## config.mk

```make
export PLATFORM = sky130hd
export DESIGN_NAME = draw_control
export DESIGN_NICKNAME = d
export VERILOG_FILES = /design/src/rtl/draw_pkg.sv /design/src/rtl/draw_control.sv
export SDC_FILE = /design/constraint.sdc
export NUM_CORES = 1
export LEC_CHECK = 0
export CAP_MARGIN = 25
export CORE_MARGIN = 4
export CORE_UTILIZATION = 38
export CTS_BUF_LIST = sky130_fd_sc_hd__clkbuf_16
export DETAILED_ROUTE_END_ITERATION = 10
export PLACE_DENSITY_LB_ADDON = 0.25
export SLEW_MARGIN = 10
export SYNTH_ARGS = -nofsm -noshare
export SYNTH_HDL_FRONTEND = slang
export SYNTH_SLANG_ARGS = --single-unit
```

## constraint.sdc

```tcl
create_clock -name clk -period 1.8 [get_ports clk]
set_clock_uncertainty 0.05 [all_clocks]
set_input_delay 0.18 -clock clk [delete_from_list [all_inputs] [get_ports clk]]
set_output_delay 0.18 -clock clk [all_outputs]
set_load 0.02 [all_outputs]
```

## src/rtl/draw_pkg.sv

```systemverilog
// draw_pkg: shared state encoding and constants for the square-drawing control path
package draw_pkg;

    typedef enum logic [2:0] {
        IDLE,
        LOAD_X,
        LOAD_Y,
        DRAW,
        DONE
    } draw_state_t;

    localparam int SQUARE_CYCLES = 16;
    localparam logic [2:0] COLOUR_BLACK = 3'b000;

endpackage

```

## src/rtl/draw_control.sv

```systemverilog
// draw_control: sequences x/y/colour loads into the square datapath, then plots one 4x4 sweep
module draw_control
    import draw_pkg::*;
#(
    parameter int COORD_W       = 7,
    parameter int COLOUR_W      = 3,
    parameter int SQUARE_CYCLES = draw_pkg::SQUARE_CYCLES
) (
    input  logic                clk,
    input  logic                resetn,
    input  logic                go,
    input  logic [COORD_W-1:0]  x_in,
    input  logic [COORD_W-1:0]  y_in,
    input  logic [COLOUR_W-1:0] colour_in,
    input  logic                erase,
    output logic                busy,
    output logic                done,
    output logic                ld_x,
    output logic                ld_y,
    output logic                ld_colour,
    output logic [COORD_W-1:0]  coordinate,
    output logic [COLOUR_W-1:0] colour_out,
    output logic                plot
);

    localparam int CNT_W = $clog2(SQUARE_CYCLES);

    draw_state_t         state;
    draw_state_t         state_next;
    logic [CNT_W-1:0]    cnt;
    logic [COORD_W-1:0]  x_cap;
    logic [COORD_W-1:0]  y_cap;
    logic [COLOUR_W-1:0] colour_cap;

    // State register; reset returns to IDLE so all Moore outputs drop at once
    always_ff @(posedge clk or negedge resetn) begin
        if (!resetn) state <= IDLE;
        else         state <= state_next;
    end

    // Request capture in IDLE only, so later input changes cannot disturb a square in flight
    always_ff @(posedge clk or negedge resetn) begin
        if (!resetn) begin
            x_cap      <= '0;
            y_cap      <= '0;
            colour_cap <= '0;
        end else if (state == IDLE && go) begin
            x_cap      <= x_in;
            y_cap      <= y_in;
            colour_cap <= erase ? COLOUR_W'(COLOUR_BLACK) : colour_in;
        end
    end

    // Sweep counter: cleared while loading y, then counts the plot cycles
    always_ff @(posedge clk or negedge resetn) begin
        if (!resetn)               cnt <= '0;
        else if (state == LOAD_Y)  cnt <= '0;
        else if (state == DRAW)    cnt <= cnt + 1'b1;
    end

    // Next-state and Moore output decode
    always_comb begin
        state_next = state;
        busy       = state != IDLE;
        done       = state == DONE;
        ld_x       = state == LOAD_X;
        ld_y       = state == LOAD_Y;
        ld_colour  = state == LOAD_Y;
        plot       = state == DRAW;
        coordinate = ld_x ? x_cap : (ld_y || plot) ? y_cap : '0;
        colour_out = (ld_y || plot) ? colour_cap : '0;
        case (state)
            IDLE:    state_next = go ? LOAD_X : IDLE;
            LOAD_X:  state_next = LOAD_Y;
            LOAD_Y:  state_next = DRAW;
            DRAW:    state_next = (cnt == CNT_W'(SQUARE_CYCLES - 1)) ? DONE : DRAW;
            DONE:    state_next = IDLE;
            default: state_next = IDLE;
        endcase
    end

endmodule

```

==> impl_metrics.ini <==
[outcome]
outcome = complete, no violations

[setup_path]
worstReg2RegEnd = x_cap[0]$_DFFE_PN0P_
critPathBufInv = 2
critPathMaxFanout = 6
cp-endpoint = busy
setup.worst_path.class = reg -> out
path_depth = 3
cp_top_family = buffers and inverters
timing.rr.start = state[1]$_DFF_PN0_
worstSetupEndpointType = output port
crit_chain = buf_4, or3_1, dlygate4sd2_1
max_stage_delay_ns = 0.39
cp_data_required_time_ns = 1.57
ff2ff_path_depth = 4
critPathLaunchType = flop
crit_arrival_ns = 1.50
rrSetupSlack_ns = 0.21
slowest_stage = dfrtp_1
crit_start = state[1]$_DFF_PN0_

[global_routing]
grt_max_degree = 25
track_usage_pct = 13.5
grt_pass1_wl_mm = 4.17
grt_overflow_total = 0
grt_pass1_vias = 915
antenna_found_initial = 0

[cts]
clk_pin_slew_worst_paths_ns = 0.06
cts_sinks = 24
cts_tree = done
htree_levels = 1
clk_latency_ns = 0.25
clockBufferDepth = 2
cts_made_buffers = 3
post_cts_buffers = 0
cts-root-buf = clkbuf_16
cts_hold_buffers = 0

[yosys]
syn_nets = 112
syn_avg_cell_area_um2 = 12.6
ys_seq_area_share_pct = 53.0
synth_cells = 90
synth.cell_area_um2 = 1130
yosysWarningCount = 0
yosys_register_bits = 24
ys_types = 24

[sta]
grt_setup_unrepaired = no
worstMarginPinSlew_ns = 0.313
fin_crit_sh_pct = 96.0
hold_viol = 0
fin_hold_ws_ns = 0.231
fmax_mhz = 579
setup_viol = 0
slew_headroom_pct = 79.2
layout_min_cycle_time_ns = 1.73
setup_tns_ns = 0
slew_violations = 0

[pwr]
power.density_nw_per_um2 = 1440
cellInternalPower_mw = 1.52
p_switching_uw = 798
power_mw = 2.31
seqPwrFrac_pct = 36.2
swShare_pct = 34.5
p_comb_share_pct = 43.3
leakage_nw = 0.730
clkPwrFrac_pct = 20.5
max-vdd-ir-drop_uv = 838

[place]
placement.io_buffers = 36
place_congestion = 0.701
dp_hpwl_mm = 1.72
place_inst = 159

[worst_hold_path]
hp-class = in -> async

[die]
die_h_um = 62.6
die-area_um2 = 3920
ios = 37
start_util_pct = 40.4
fp.dieW_um = 62.6
row_count = 19
core_um2 = 2810

[finish]
drive_gt1_share_pct = 26.5
fillCellCount = 241
n_antenna_cell = 0
syn_to_final_growth_pct = 41.8
final_common_cell = dfrtp_1
nNetsFinal = 155
stdcell_count = 163
final_cell_mix = dfrtp_1 (24), clkdlybuf4s50_1 (20), mux2_2 (15)

[detailed_routing]
drt_iter0_markers = 28
wire_per_inst_um = 14.0
drc = 0
ant_nets = 0
via_count = 846
first_pass_iters = 4
wirelength_mm = 2.29
vias_per_cell = 5.19

[flow_run]
maxCapViolCount = 0
kinds of logic after synthesis:
kind of cell / count (synthesis) / synth area share [%]
simple gates: 26 / 15.9
compound gates: 13 / 8.84
flops: 24 / 53.0
buf+inv: 10 / 5.30
fa+ha+maj: 1 / 1.10
mux: 16 / 15.8
Yosys cell counts:
master,count,area [um2]
o21bai_1,1,7.51
buf_2,3,15.0
nor2b_1,1,6.26
and4_1,1,8.76
or4b_1,1,10.0
buf_4,3,22.5
a211oi_1,1,7.51
nand2b_4,1,13.8
and2_1,3,18.8
a22o_1,8,70.1
o21ai_0,3,15.0
nor4b_4,1,23.8
nor2_1,5,18.8
nor3b_2,1,12.5
nand3_1,4,20.0
dfrtp_1,24,601
inv_1,3,11.3
buf_6,1,11.3
mux2_2,15,169
or3_1,1,6.26
mux2i_1,1,10.0
ha_1,1,12.5
nand3b_1,4,30.0
nand2_1,3,11.3
area by class of cell:
cell class	count	area, um2	area share, %
clock inverters	1	3.75	0.234
repair buffers	45	404	25.2
inverters	3	11.3	0.701
well taps	31	38.8	2.42
multi-input cells	56	472	29.4
flip-flops and latches	24	601	37.4
clock buffers	3	75.1	4.68
worst min path at each step:
stage,to,slack (ns),start,cells past startpoint
2_1_floorplan,cnt[0]$_DFFE_PN0N_,-0.17,resetn,0
3_3_place_gp,cnt[1]$_DFFE_PN0N_,0.43,cnt[1]$_DFFE_PN0N_,2
3_5_place_dp,y_cap[4]$_DFFE_PN0P_,0.45,y_cap[4]$_DFFE_PN0P_,1
4_1_cts,x_cap[3]$_DFFE_PN0P_,0.24,resetn,2
5_1_grt,cnt[2]$_DFFE_PN0N_,0.28,resetn,2
6_report,cnt[2]$_DFFE_PN0N_,0.23,resetn,2
per-layer routing:
layer / global-route usage, % / part of all wire [%] / up-vias
met5: 0 / 0 / -
met2: 22.2 / 49 / 27
met1: 16.1 / 42 / 403
met3: 4.50 / 6.5 / 6
li1: - / - / 410
met4: 5.79 / 2.0 / 0
power groups by stage:
stage                     Sequential [mW]  Combinational, mW  Clock, mW
final                               0.837               1.00      0.475
after global routing                0.865               1.10      0.520
after CTS                           0.839               1.03      0.493
after detailed placement            0.847               1.13          0
after global placement              0.841               1.11          0
after floorplan                     0.815              0.689          0
metrics by stage:
step	util (%)	area, um2	setup WS [ns]
6_report	57.2	1610	0.0727
5_1_grt	57.2	1610	0.000543
3_5_place_dp	55.7	1560	0.0654
2_1_floorplan	-	1130	0.133
3_3_place_gp	55.7	1560	0.0863
4_1_cts	57.8	1620	0.0398
registers in the layout, summed over array words and instances, names as in the netlist:
| register | flops |
|---|---|
| x_cap | 7 |
| y_cap | 7 |
| cnt | 4 |
| colour_cap | 3 |
| state | 3 |
timing repair:
item | in CTS | in global routing
setup endpoints to repair | 16 | 7
pin swaps | 0 | 0
resized for setup | 16 | 12
Note: power is estimated with default switching activity, not from simulation.
